===== config.mk =====
export PLATFORM = sky130hd
export DESIGN_NAME = addsub_serial_flat
export DESIGN_NICKNAME = d
export VERILOG_FILES = /design/src/rtl/addsub_serial_if.sv /design/src/rtl/addsub_serial.sv /design/src/flat_wrapper.sv
export SDC_FILE = /design/constraint.sdc
export NUM_CORES = 1
export LEC_CHECK = 0
export ABC_AREA = 0
export CAP_MARGIN = 10
export CORE_AREA = 8 8 79 81
export DETAILED_ROUTE_END_ITERATION = 8
export DIE_AREA = 0 0 87 89
export HOLD_SLACK_MARGIN = 0.15
export PLACE_DENSITY = 0.67
export SLEW_MARGIN = 20
export SYNTH_ARGS = -nofsm -noshare
export SYNTH_HDL_FRONTEND = slang
export SYNTH_SLANG_ARGS = --single-unit

===== constraint.sdc =====
create_clock -name clk -period 2.1 [get_ports clk]
set_clock_uncertainty 0.15 [all_clocks]
set_input_delay 0.42 -clock clk [delete_from_list [all_inputs] [get_ports clk]]
set_output_delay 0.42 -clock clk [all_outputs]
set_load 0.05 [all_outputs]

===== src/rtl/addsub_serial_if.sv =====
// Operand/result bundle for the bit-serial adder/subtractor.
// The master side issues operations; the slave side is the arithmetic unit.
interface addsub_serial_if #(
  parameter int WIDTH = 8
);
  logic             start;
  logic             ctrl;
  logic             cin;
  logic [WIDTH-1:0] a;
  logic [WIDTH-1:0] b;
  logic             busy;
  logic             done;
  logic [WIDTH-1:0] s;
  logic             cout;
  logic             ovf;
  logic             zero;

  modport master (
    output start, ctrl, cin, a, b,
    input  busy, done, s, cout, ovf, zero
  );

  modport slave (
    input  start, ctrl, cin, a, b,
    output busy, done, s, cout, ovf, zero
  );
endinterface


===== src/rtl/addsub_serial.sv =====
// Bit-serial adder/subtractor: BPC bits per clock, LSB first, with a
// registered carry/borrow chained across cycles. Results are published
// only when the operation completes and then held until the next one.
module addsub_serial #(
  parameter int WIDTH = 8,
  parameter int BPC   = 1
) (
  input logic           clk,
  input logic           rst_n,
  addsub_serial_if.slave bus
);
  localparam int N     = WIDTH / BPC;
  localparam int CNT_W = $clog2(N + 1);

  typedef enum logic [1:0] {
    IDLE = 2'd0,
    RUN  = 2'd1,
    DONE = 2'd2
  } state_t;

  state_t             state_r;
  logic [WIDTH-1:0]   a_r;
  logic [WIDTH-1:0]   b_r;
  logic [WIDTH-1:0]   acc_r;
  logic               ctrl_r;
  logic               carry_r;
  logic [CNT_W-1:0]   cnt_r;
  logic               busy_r;
  logic               done_r;
  logic [WIDTH-1:0]   s_r;
  logic               cout_r;
  logic               ovf_r;
  logic               zero_r;

  logic [BPC-1:0]     chunk_s;
  logic               c_s;
  logic               c_last_s;
  logic [WIDTH-1:0]   acc_next_s;
  logic [1:0]         step_s;

  // One full-adder / full-subtractor bit: returns {carry_or_borrow, sum_or_diff}.
  function automatic logic [1:0] bit_step(input logic sub, input logic ai,
                                          input logic bi, input logic ci);
    logic co;
    if (sub) begin
      co = (~ai & bi) | (~ai & ci) | (bi & ci);
    end else begin
      co = (ai & bi) | (ci & (ai ^ bi));
    end
    return {co, ai ^ bi ^ ci};
  endfunction

  // Ripple through the current BPC-bit slice; remember the carry entering its top bit.
  always_comb begin
    c_s      = carry_r;
    c_last_s = carry_r;
    chunk_s  = '0;
    step_s   = 2'b00;
    for (int i = 0; i < BPC; i++) begin
      c_last_s   = c_s;
      step_s     = bit_step(ctrl_r, a_r[i], b_r[i], c_s);
      chunk_s[i] = step_s[0];
      c_s        = step_s[1];
    end
    acc_next_s = WIDTH'({chunk_s, acc_r} >> BPC);
  end

  // Control FSM plus datapath registers; outputs change only on entry to DONE.
  // The edge leaving DONE also samples start, so a held start gives one
  // operation every N+1 cycles.
  always_ff @(posedge clk or negedge rst_n) begin
    if (!rst_n) begin
      state_r <= IDLE;
      a_r     <= '0;
      b_r     <= '0;
      acc_r   <= '0;
      ctrl_r  <= 1'b0;
      carry_r <= 1'b0;
      cnt_r   <= '0;
      busy_r  <= 1'b0;
      done_r  <= 1'b0;
      s_r     <= '0;
      cout_r  <= 1'b0;
      ovf_r   <= 1'b0;
      zero_r  <= 1'b0;
    end else begin
      case (state_r)
        IDLE, DONE: begin
          done_r <= 1'b0;
          if (bus.start) begin
            a_r     <= bus.a;
            b_r     <= bus.b;
            ctrl_r  <= bus.ctrl;
            carry_r <= bus.cin;
            acc_r   <= '0;
            cnt_r   <= '0;
            busy_r  <= 1'b1;
            state_r <= RUN;
          end else begin
            busy_r  <= 1'b0;
            state_r <= IDLE;
          end
        end
        RUN: begin
          a_r     <= a_r >> BPC;
          b_r     <= b_r >> BPC;
          acc_r   <= acc_next_s;
          carry_r <= c_s;
          if (cnt_r == CNT_W'(N - 1)) begin
            cnt_r   <= '0;
            busy_r  <= 1'b0;
            done_r  <= 1'b1;
            s_r     <= acc_next_s;
            cout_r  <= c_s;
            ovf_r   <= c_last_s ^ c_s;
            zero_r  <= (acc_next_s == '0);
            state_r <= DONE;
          end else begin
            cnt_r   <= cnt_r + CNT_W'(1);
            state_r <= RUN;
          end
        end
        default: begin
          busy_r  <= 1'b0;
          done_r  <= 1'b0;
          state_r <= IDLE;
        end
      endcase
    end
  end

  assign bus.busy = busy_r;
  assign bus.done = done_r;
  assign bus.s    = s_r;
  assign bus.cout = cout_r;
  assign bus.ovf  = ovf_r;
  assign bus.zero = zero_r;

endmodule


===== src/flat_wrapper.sv =====
// flat-port wrapper written by rule: the top's interface ports become plain ports
module addsub_serial_flat 
#(
  parameter int WIDTH = 8,
  parameter int BPC   = 1
)
  (clk, rst_n, bus_start, bus_ctrl, bus_cin, bus_a, bus_b, bus_busy, bus_done, bus_s, bus_cout, bus_ovf, bus_zero);
  addsub_serial_if #(.WIDTH(WIDTH)) bus_i ();
  input logic clk;
  input logic rst_n;
  input wire logic [$bits(bus_i.start)-1:0] bus_start;
  input wire logic [$bits(bus_i.ctrl)-1:0] bus_ctrl;
  input wire logic [$bits(bus_i.cin)-1:0] bus_cin;
  input wire logic [$bits(bus_i.a)-1:0] bus_a;
  input wire logic [$bits(bus_i.b)-1:0] bus_b;
  output wire logic [$bits(bus_i.busy)-1:0] bus_busy;
  output wire logic [$bits(bus_i.done)-1:0] bus_done;
  output wire logic [$bits(bus_i.s)-1:0] bus_s;
  output wire logic [$bits(bus_i.cout)-1:0] bus_cout;
  output wire logic [$bits(bus_i.ovf)-1:0] bus_ovf;
  output wire logic [$bits(bus_i.zero)-1:0] bus_zero;
  assign bus_i.start = bus_start;
  assign bus_i.ctrl = bus_ctrl;
  assign bus_i.cin = bus_cin;
  assign bus_i.a = bus_a;
  assign bus_i.b = bus_b;
  assign bus_busy = bus_i.busy;
  assign bus_done = bus_i.done;
  assign bus_s = bus_i.s;
  assign bus_cout = bus_i.cout;
  assign bus_ovf = bus_i.ovf;
  assign bus_zero = bus_i.zero;
  addsub_serial #(.WIDTH(WIDTH), .BPC(BPC)) u_core (.clk(clk), .rst_n(rst_n), .bus(bus_i));
endmodule

==> results.yml, run 1 <==
synthesis:
  synth_fp_nets: 179
  synthMuxAreaShare_pct: 8.142
  yosysWarnings: 0
  synth_top_family_by_area: "simple AND/OR/NAND/NOR gates"
  ys_types: 31
  ys_ff_latch: 44
  syn_area_per_cell_um2: 12.29
  synth_compound_area_share_pct: 12.74
  synthXorXnorAreaFrac_pct: 0.4596
  synthCells: 155
  synth_top_area_share_pct: 57.78
  synth_fa_ha_area_share_pct: 2.758
  yosysTopAreaCell: "dfrtp_1"
  ys_seq_area_share_pct: 57.78
  synthTopCellsByArea: "dfrtp_1 58%, mux2_4 7.1%, a22o_1 4.6%"
  synth_area_um2: 1906
  yosys.area_share.simple_pct: 14.25
clock_network:
  cts_root_buf: "clkbuf_8"
  worstSkewPairLatency_ns: 0.30
  htreeDepth: 2
  clockBufferDepth: 2
  path_clk_slew_ns: 0.08
  cts_made_buffers: 5
  cts_sinks: 44
  postCtsSetupBuffers: 0
  postCtsResizedCells: 0
  tritoncts: "built"
die:
  die_w_um: 87
  num_rows: 26
  initial_utilization_pct: 38.29
  die_h_um: 89
  fp.coreArea_um2: 4977
  num_io_pins: 34
  dieArea_um2: 7743
global_routing:
  grt_overflow: 0
  grt_max_degree: 45
  antenna_found_initial: 0
  grt_pass1_wl_mm: 6.410
  first_global_vias: 1324
  grt_util_all_layers_pct: 10.78
hold_path:
  hold_class: "flop to flop"
power:
  leakagePower_nw: 1.083
  power_density_nw_per_um2: 1617
  vdd_drop_max_v: 0.0008969
setup_path:
  cpPeakStageDelay_ns: 0.81
  crit_chain: "clkdlybuf4s50_1"
  crit_buf_inv: 1
  path_delay_family: "buffers and inverters"
  worstSetupPathType: "flop to output port"
  cp.required_ns: 1.53
  cp_slowest_cell: "clkdlybuf4s50_1"
  startpoint_type: "flop"
  worstPathMaxFanout: 2
  cp.arrival_ns: 1.48
  endpoint_kind: "output port"
timing:
  fin_hold_ws_ns: 0.3594
  setup_violations: 0
  tightest_slew_ns: 0.5437
  grt_setup_unrepaired: "false"
  min_period_over_period_pct: 97.73
  final.setup.tns_ns: 0
  fmax_mhz: 487.2
  hold_viol: 0
  worst_slack_ns: 0.04758
  slew_viol_final: 0
  relSlewSlack_pct: 63.76
  min_period_ns: 2.052
drt:
  wl_per_cell_um: 14.39
  drtPass1Iterations: 4
  drtIter0Drc: 69
  detail-route-antenna-nets: 0
  routed_via_density: 4.958
  vias: 1294
  wirelength_mm: 3.756
  drc: 0
job:
  max-cap-violations: 0
outcome:
  status: "finished, final reports clean"
final_layout:
  nets: 215
  fill_cells: 467
  syn2layout_area_growth_pct: 26.00
  regArea_um2: 1101
  diodes: 0
  drive_gt1_share_pct: 16.75
  multi_input_area_um2: 730.7
  finalInstanceArea_um2: 2401
place:
  portBuffers: 33
  finalWeightedCongestion: 0.7635
  dp_hpwl_mm: 2.603
  place_ws_ns: 0.1133
  placed_area_um2: 2295
==> cells in the final DEF, fill, tap and decap left out, types with 2 or more instances in the layout <==
cell / instances
nand2b_1: 2
mux2i_1: 2
nand3_1: 3
o21ai_0: 3
nor2b_1: 2
o31ai_1: 2
buf_4: 11
a22o_1: 10
nor2_1: 15
nand2_1: 6
fa_1: 2
nor4_1: 2
clkbuf_8: 7
nor3_1: 13
o22ai_1: 14
mux2_4: 9
clkdlybuf4s50_1: 26
a21oi_1: 2
inv_1: 2
dfrtp_1: 44
==> registers in the layout (all words and copies together), names as in the netlist <==
| signal | cells |
|---|---|
| u_core.c_last_s | 1 |
| u_core.bus.busy | 1 |
| u_core.bus.zero | 1 |
| u_core.state_r | 2 |
| u_core.bus.cout | 1 |
| u_core.ctrl_r | 1 |
| u_core.a_r | 8 |
| u_core.acc_r | 7 |
| u_core.cnt_r | 4 |
| u_core.bus.ovf | 1 |
| u_core.bus.s | 8 |
| u_core.bus.done | 1 |
| u_core.b_r | 8 |
==> synthesized netlist by cell type <==
cell	number
fa_1	2
and2b_1	1
nor3_1	13
a21oi_1	2
a221o_1	1
nand2_1	6
o21ai_0	3
dfrtp_1	44
buf_6	1
nor2_4	1
ha_1	1
a211o_1	1
inv_1	2
o31ai_1	2
nand3b_4	1
nand2b_1	2
o2bb2ai_1	1
buf_4	2
nor2_1	15
o22ai_1	14
xnor2_1	1
and3_1	1
nand3_1	3
buf_2	8
nor2b_1	2
mux2_4	9
mux2i_1	2
nor2_8	1
and4b_1	1
nor4_1	2
a22o_1	10
==> layer usage <==
metal  part of all wire (%)  vias up  wire, um  track usage (%)
li1                       -      627         -                -
met2                     42       36      1563            15.41
met4                    1.3        0        47            3.756
met5                      0        -         0                0
met3                    6.7        6       253            4.688
met1                     50      625      1892            14.12
==> through the flow <==
step,total power [mW],cells,utilization (%)
final,3.883,261,48.24
after global routing,4.176,261,48.24
after CTS,3.933,261,48.24
after detailed placement,3.357,253,46.10
after global placement,3.313,253,46.10
after floorplan,2.871,155,-
==> cell families (layout without fill, tap and decap cells) <==
kind of cell | Yosys count | after routing
AND/OR/NAND/NOR | 49 | 49
flip-flops | 44 | 44
AO/OA/AOI/OAI | 34 | 34
buffers and inverters | 13 | 49
multiplexers | 11 | 11
adder cells (fa/ha/maj) | 3 | 3
XOR/XNOR | 1 | 1
==> layout make-up <==
cell class	count	area share [%]
timing repair buffer	40	15.74
tap	70	3.648
sequential	44	45.86
clock buffer	7	4.013
multi-input combinational	98	30.43
inverter	2	0.3127
==> power by group <==
group	switching (mW)	internal [mW]	leakage [nW]
logic	1.03	0.783	0.485
registers	0.278	1.23	0.548
clock network	0.273	0.293	0.0503
==> worst paths after layout <==
path	start	to	slack, ns	depth (start not counted)
worst max-delay path	u_core.bus.cout	bus_cout	0.05	1
worst min-delay path	u_core.ctrl_r	u_core.ctrl_r	0.36	2
worst max register to register	u_core.c_last_s	u_core.bus.ovf	0.29	4
worst min register to register	u_core.ctrl_r	u_core.ctrl_r	0.36	2
max in group asynchronous	rst_n	u_core.b_r[0]	0.85	3
min in group asynchronous	rst_n	u_core.bus.s[0]	0.57	3
==> timing repair <==
item	in CTS	in global routing
endpoints found under the setup margin	0	0
hold buffers	1	0
hold endpoints to repair	44	0
Power figures use the tool's default switching activity.
==> run 2, diff against run 1 <==
--- a/config.mk
+++ b/config.mk
@@ -12,6 +12,7 @@
 export DIE_AREA = 0 0 87 89
 export HOLD_SLACK_MARGIN = 0.15
 export PLACE_DENSITY = 0.67
+export SKIP_CTS_REPAIR_TIMING = 1
 export SLEW_MARGIN = 20
 export SYNTH_ARGS = -nofsm -noshare
 export SYNTH_HDL_FRONTEND = slang
==> results.yml, run 2 (same netlist as run 1, synthesis figures left out) <==
timing:
  hold_viol: 0
  fmax_mhz: 487.2
  slew_viol_final: 0
  worst_slack_ns: 0.04758
  min_period_ns: 2.052
  grt_setup_unrepaired: "false"
  min_period_over_period_pct: 97.73
  relSlewSlack_pct: 63.76
  final.setup.tns_ns: 0
  tightest_slew_ns: 0.5437
  setup_violations: 0
die:
  fp.coreArea_um2: 4977
  dieArea_um2: 7743
  num_io_pins: 34
  num_rows: 26
  die_w_um: 87
  die_h_um: 89
  initial_utilization_pct: 38.29
setup_path:
  crit_buf_inv: 1
  cp_slowest_cell: "clkdlybuf4s50_1"
  path_delay_family: "buffers and inverters"
  cp.arrival_ns: 1.48
  worstPathMaxFanout: 2
  cp.required_ns: 1.53
  cpPeakStageDelay_ns: 0.81
  startpoint_type: "flop"
  worstSetupPathType: "flop to output port"
  crit_chain: "clkdlybuf4s50_1"
  endpoint_kind: "output port"
outcome:
  status: "finished, final reports clean"
final_layout:
  syn2layout_area_growth_pct: 26.00
  nets: 215
  final_common_cell: "dfrtp_1"
  diodes: 0
  drive_gt1_share_pct: 16.75
  layout_common_cells: "44 x dfrtp_1, 26 x clkdlybuf4s50_1, 15 x nor2_1"
global_routing:
  grt_util_met3_pct: 4.688
  antenna_found_initial: 0
  busiest_layer: "met2"
  grt_overflow: 0
  use_met2_pct: 15.41
  first_global_vias: 1319
  use_met1_pct: 14.06
  grt_max_degree: 45
  grt_pass1_wl_mm: 6.396
  grt_util_all_layers_pct: 10.76
clock_network:
  tritoncts: "built"
  cts_sinks: 44
  cts_made_buffers: 5
  cts_root_buf: "clkbuf_8"
  worstSkewPairLatency_ns: 0.30
  clockBufferDepth: 2
  htreeDepth: 2
  path_clk_slew_ns: 0.08
place:
  portBuffers: 33
  dp_hpwl_mm: 2.603
  place_ws_ns: 0.1133
  finalWeightedCongestion: 0.7635
drt:
  detail-route-antenna-nets: 0
  drc: 0
  routed_via_density: 4.958
  wl_per_cell_um: 14.39
  wirelength_mm: 3.756
  drtIter0Drc: 69
  vias: 1294
  drtPass1Iterations: 4
job:
  max-cap-violations: 0
hold_path:
  hold_class: "flop to flop"
power:
  leakagePower_nw: 1.083
  fin_total_pwr_mw: 3.883
  vdd_drop_max_v: 0.0008969
  power_density_nw_per_um2: 1617
-- run 2: cell counts in the layout (fill, tap and decap cells not counted) --
Identical to the previous run, type by type.
-- run 2: area by class of cell --
type                    instances  area [um^2]
fillers                       467         2576
flip-flops and latches         44         1101
multi-input cells              98        730.7
repair buffers                 40        377.9
clock buffers                   7        96.34
well taps                      70        87.58
inverters                       2        7.507
-- run 2: report_power, final --
group,internal [mW],switching [mW],total (mW)
registers,1.23,0.278,1.51
logic,0.783,1.03,1.81
clock network,0.293,0.273,0.566
total,2.31,1.58,3.88
-- run 2: through the flow --
step	cell area [um^2]	utilization, %	cells	hold slack [ns]
floorplan	1906	-	155	-0.02559
global placement	2295	46.10	253	0.3349
detailed placement	2295	46.10	253	0.3440
CTS	2391	48.04	260	0.05274
global route	2401	48.24	261	0.3807
finish	2401	48.24	261	0.3594
-- run 2: worst min-delay path, delay by kind of cell (launching register included) --
family / cells / cell delay [ns]
DFF: 1 / 0.37
and+or+nand+nor: 2 / 0.12
-- run 2: final timing paths --
| kind | startpoint | end | slack (ns) | cells after the start |
|---|---|---|---|---|
| worst max-delay path | u_core.bus.cout | bus_cout | 0.05 | 1 |
| worst min-delay path | u_core.ctrl_r | u_core.ctrl_r | 0.36 | 2 |
| worst max register to register | u_core.c_last_s | u_core.bus.ovf | 0.29 | 4 |
| worst min register to register | u_core.ctrl_r | u_core.ctrl_r | 0.36 | 2 |
| max in group asynchronous | rst_n | u_core.b_r[0] | 0.85 | 3 |
| min in group asynchronous | rst_n | u_core.bus.s[0] | 0.57 | 3 |
-- run 2: layer usage --
layer  vias to the layer above  wire length [um]
met1                       625              1892
met2                        36              1563
li1                        627                 -
met3                         6               253
met4                         0                47
met5                         -                 0
==> RTL edit 1 (flow settings as in run 2) <==
Make the reset (`rst_n`) synchronous in one clocked block.
--- a/src/rtl/addsub_serial.sv
+++ b/src/rtl/addsub_serial.sv
@@ -68,7 +68,7 @@
   // Control FSM plus datapath registers; outputs change only on entry to DONE.
   // The edge leaving DONE also samples start, so a held start gives one
   // operation every N+1 cycles.
-  always_ff @(posedge clk or negedge rst_n) begin
+  always_ff @(posedge clk) begin
     if (!rst_n) begin
       state_r <= IDLE;
       a_r     <= '0;
Behaviour: differs if rst_n is asserted again (counterexample within 4 cycles, from zero or initial values and one cycle with rst_n low); with rst_n held inactive, the same outputs for 10 cycles.
==> RTL edit 1 against run 2 <==
Via count grew 25%; wire length grew 15%; design area shrank 4.4%; synthesized area shrank 6.1%; worst setup slack gained 0.050 ns; sequential share of layout area shrank 7.5 points; count of clock-buffer cells in the layout shrank 1; sequential cell count is the same; first-iteration DRC count grew 110%; critical path depth is the same; largest cell class unchanged.
Power is not compared: it rests on default switching activity, and its combinational part moved more than twofold at a synthesized area within 25%.
==> RTL edit 1: results (changes against run 2) <==
slowest stage cell, crit path=clkdlybuf4s50_1 (unchanged); worst-path maximum fanout=2 (unchanged); arrival time of the worst setup path=1.43 ns (was 1.48 ns); total number of sequential cells=44 (unchanged); adder-cell share of the synthesized area=0.0294 (was 0.0276); wire length of the first global-routing pass=7.06 mm (was 6.40 mm); pin count of the biggest net entering global routing=33 (was 45); terminating pin of the worst hold path=u_core.a_r[7]$_SDFFE_PN0P_ (was u_core.ctrl_r$_DFFE_PN0P_); beginning of the critical path=u_core.bus.done$_SDFFE_PN0P_ (was u_core.bus.cout$_DFFE_PN0P_); top cell types by occurrence after synthesis=dfxtp_1, a21oi_1, nand3_1, nor3_1, nand2_1 (was dfrtp_1, nor2_1, o22ai_1, nor3_1, a22o_1); Max Transition Viols Final=0 (unchanged); share of post-route cells with drive strength above 1=0.138 (was 0.168); main area contributors after synthesis=dfxtp_1, a21oi_1, nand3_1, nor3_1, nand2_1 (was dfrtp_1, mux2_4, a22o_1, o22ai_1, nor3_1); wire length on met1=2.02 mm (was 1.89 mm); fraction of area in clock buffers and inverters=0.0469 (was 0.0401); combined area of the multi-input logic cells=813 um2 (was 731 um2); placement-stage worst setup slack=0.296 ns (was 0.113 ns); post-synthesis sequential area ratio=0.492 (was 0.578); detailed router's first-iteration violation count=146 (was 69); met1 layer usage reported by global route=0.145 (was 0.141); number of global-route vias before repair=1,433 (was 1,319); wire length on met2=2.10 mm (was 1.56 mm); share of synthesized flip-flops with an asynchronous set or reset=0 (was 1.00); worst r2r src=u_core.cnt_r[0]$_SDFFE_PN0P_ (was u_core.c_last_s$_DFFE_PN0P_); length of routed met3 wiring=150 um (was 253 um); synthesized netlist net count=236 (was 179); worst setup slack for register-to-register paths=0.37 ns (was 0.29 ns); total track usage=0.114 (was 0.108); CTS clock-pin slew for the worst setup and hold paths=0.08 ns (about the same); hold path start=u_core.a_r[7]$_SDFFE_PN0P_ (was u_core.ctrl_r$_DFFE_PN0P_); number of H-tree levels=2 (unchanged); GR met2 Demand/Resource=0.180 (was 0.154); multiplexer share of the synthesized area=0.00629 (was 0.0814); fraction of synthesized cell area in xor and xnor cells=0.00490 (was 0.00460); run status=complete, no violations (unchanged); proportion of cell area occupied by registers=0.384 (was 0.459); non-clock buffering overhead in the final layout=0.173 (was 0.157); Cell variety after synth=33 (was 31); slew of the pin with the lowest slew margin=0.567 ns (was 0.544 ns); Filler Cell Count=503 (was 467); wire per inst=13.7 um (was 14.4 um); Layout Nets=269 (was 215); met3 track demand over resource in global routing=0.0294 (was 0.0469); end point of the critical path=bus_done (was bus_cout); Max Clk Rate=0.499 GHz (was 0.487 GHz); depth of the worst hold-timing path=2 (unchanged); number of vias after detailed routing=1,619 (was 1,294); HPWL after DPL=3.02 mm (was 2.60 mm); synthesized-area fraction occupied by ao, oa, aoi and oai cells=0.177 (was 0.127); number of antenna violations at the first check in global routing=0 (unchanged); nonclk buf count=46 (was 40); gpl congestion=0.724 (was 0.764)
RTL edit 1: cell count changes after synthesis, sizes merged, moves of 5 or more:
cell    before  now
dfrtp       44    0
nand2        6   21
a311oi       0    5
nor3        13   22
o22ai       14    9
a22o        10    0
a21oi        2   26
nand3        3   22
o21ai        3    8
dfxtp        0   44
mux2         9    1
clkbuf       0    8
nor2        17    9
RTL edit 1: stage by stage:
step | utilization | area [um2] | std cells | power [mW] | hold slack, ns
floorplan | - | 1790 | 212 | 1.07 | 0.291
global placement | 0.439 | 2190 | 308 | 1.16 | 0.308
detailed placement | 0.439 | 2190 | 308 | 1.16 | 0.310
CTS | 0.461 | 2290 | 316 | 1.79 | 0.321
global route | 0.461 | 2290 | 316 | 1.85 | 0.344
finish | 0.461 | 2290 | 316 | 1.78 | 0.321
RTL edit 1: where the power goes:
group | switching (mW) | internal (mW)
clock network | 0.284 | 0.353
registers | 0.0272 | 0.874
logic | 0.128 | 0.112
==> RTL edit 2 (flow settings as in run 2) <==
Made on the original files. `WIDTH` is set to 8 in 3 places; all go to 4.
--- a/src/rtl/addsub_serial_if.sv
+++ b/src/rtl/addsub_serial_if.sv
@@ -1,7 +1,7 @@
 // Operand/result bundle for the bit-serial adder/subtractor.
 // The master side issues operations; the slave side is the arithmetic unit.
 interface addsub_serial_if #(
-  parameter int WIDTH = 8
+  parameter int WIDTH = 4
 );
   logic             start;
   logic             ctrl;
--- a/src/rtl/addsub_serial.sv
+++ b/src/rtl/addsub_serial.sv
@@ -2,7 +2,7 @@
 // registered carry/borrow chained across cycles. Results are published
 // only when the operation completes and then held until the next one.
 module addsub_serial #(
-  parameter int WIDTH = 8,
+  parameter int WIDTH = 4,
   parameter int BPC   = 1
 ) (
   input logic           clk,
--- a/src/flat_wrapper.sv
+++ b/src/flat_wrapper.sv
@@ -1,7 +1,7 @@
 // flat-port wrapper written by rule: the top's interface ports become plain ports
 module addsub_serial_flat 
 #(
-  parameter int WIDTH = 8,
+  parameter int WIDTH = 4,
   parameter int BPC   = 1
 )
   (clk, rst_n, bus_start, bus_ctrl, bus_cin, bus_a, bus_b, bus_busy, bus_done, bus_s, bus_cout, bus_ovf, bus_zero);
Interface: changed (resized bus_a, bus_b and bus_s); port bits go from 34 to 22. No check against the original RTL was run, so the function may have changed too.
==> RTL edit 2 against run 2 <==
Die area unchanged; global-route usage decreased by 4.2 points; count of clock-buffer cells in the layout decreased by 3; wire length decreased by 39%; worst setup slack improved by 0.063 ns; clock power decreased by 49%; critical path type unchanged; first-iteration DRC count decreased by 51%; non-clock buffer count decreased by 17; synthesized area decreased by 38%; critical endpoint is now bus_s[3]; design area decreased by 38%; fmax increased by 3.2%; largest cell class unchanged; power decreased by 36%; sequential cell count decreased by 17.
==> RTL edit 2: results (changes against run 2) <==
average instance area after synthesis=12.0 um2 (was 12.3 um2); met1 layer usage reported by global route=0.0849 (was 0.141); Filler Cell Count=521 (was 467); # port buffers=21 (was 33); placement-stage worst setup slack=0.290 ns (was 0.113 ns); wire length on met2=968 um (was 1.56 mm); total track usage=0.0660 (was 0.108); end point of the critical path=bus_s[3] (was bus_cout); HPWL after DPL=1.72 mm (was 2.60 mm); Cell variety after synth=28 (was 31); peak supply drop=563 uV (was 897 uV); drt total wl=2.30 mm (was 3.76 mm); synthesized netlist net count=115 (was 179); number of vias after detailed routing=773 (was 1,294); post-synthesis sequential area ratio=0.568 (was 0.578); gpl congestion=0.741 (was 0.764); number of cells in the design after placement=187 (was 253); GR met2 Demand/Resource=0.0978 (was 0.154); Worst Reg2Reg Path Length in Cells=3 (was 4); wire length of the first global-routing pass=3.97 mm (was 6.40 mm); main area contributors after synthesis=dfrtp_1, mux2_4, nand2_1, a22o_1, fa_1 (was dfrtp_1, mux2_4, a22o_1, o22ai_1, nor3_1); worst setup slack for register-to-register paths=0.34 ns (was 0.29 ns); number of global-route vias before repair=862 (was 1,319); number of H-tree levels=1 (was 2); Max Clk Rate=0.503 GHz (was 0.487 GHz); capture instance of the worst register-to-register path=u_core.bus.zero$_DFFE_PN0P_ (was u_core.bus.ovf$_DFFE_PN0P_); Layout Nets=138 (was 215); run status=complete, no violations (unchanged); share of post-route cells with drive strength above 1=0.182 (was 0.168); wire per inst=12.1 um (was 14.4 um); arrival time of the worst setup path=1.42 ns (was 1.48 ns)
-- RTL edit 2: layout make-up --
class,count,area [um2],area share
inverters,4,15.0,0.0101
repair buffers,23,205,0.137
well taps,70,87.6,0.0586
clock buffers,4,45.0,0.0302
multi-input cells,63,465,0.312
flip-flops and latches,27,676,0.452
-- RTL edit 2: worst min path at each step --
stage / depth (start not counted) / slack [ns] / from / end
6_report: 2 / 0.36 / rst_n / u_core.a_r[3]$_DFFE_PN0P_
5_1_grt: 2 / 0.38 / rst_n / u_core.b_r[2]$_DFFE_PN0P_
4_1_cts: 1 / 0.36 / u_core.a_r[3]$_DFFE_PN0P_ / u_core.a_r[3]$_DFFE_PN0P_
3_5_place_dp: 1 / 0.33 / u_core.a_r[3]$_DFFE_PN0P_ / u_core.a_r[3]$_DFFE_PN0P_
3_3_place_gp: 1 / 0.34 / u_core.a_r[3]$_DFFE_PN0P_ / u_core.a_r[3]$_DFFE_PN0P_
2_1_floorplan: 0 / -0.03 / rst_n / u_core.a_r[0]$_DFFE_PN0P_
-- RTL edit 2: cell families (layout without fill, tap and decap cells) --
| logic type | count (synthesis) | after routing | synth area share |
|---|---|---|---|
| fa+ha+maj | 3 | 3 | 0.0442 |
| xor+xnor | 1 | 1 | 0.00736 |
| buf+inv | 9 | 31 | 0.0410 |
| compound gates | 19 | 19 | 0.114 |
| flops | 27 | 27 | 0.568 |
| simple gates | 33 | 33 | 0.136 |
| mux | 7 | 7 | 0.0904 |
-- RTL edit 2: power by group through the flow --
stage,clock [mW],sequential [mW],combinational (mW)
final,0.287,0.938,1.26
after global routing,0.327,0.973,1.40
after CTS,0.298,0.942,1.29
after detailed placement,0,0.952,1.28
after global placement,0,0.938,1.26
after floorplan,0,1.19,0.725
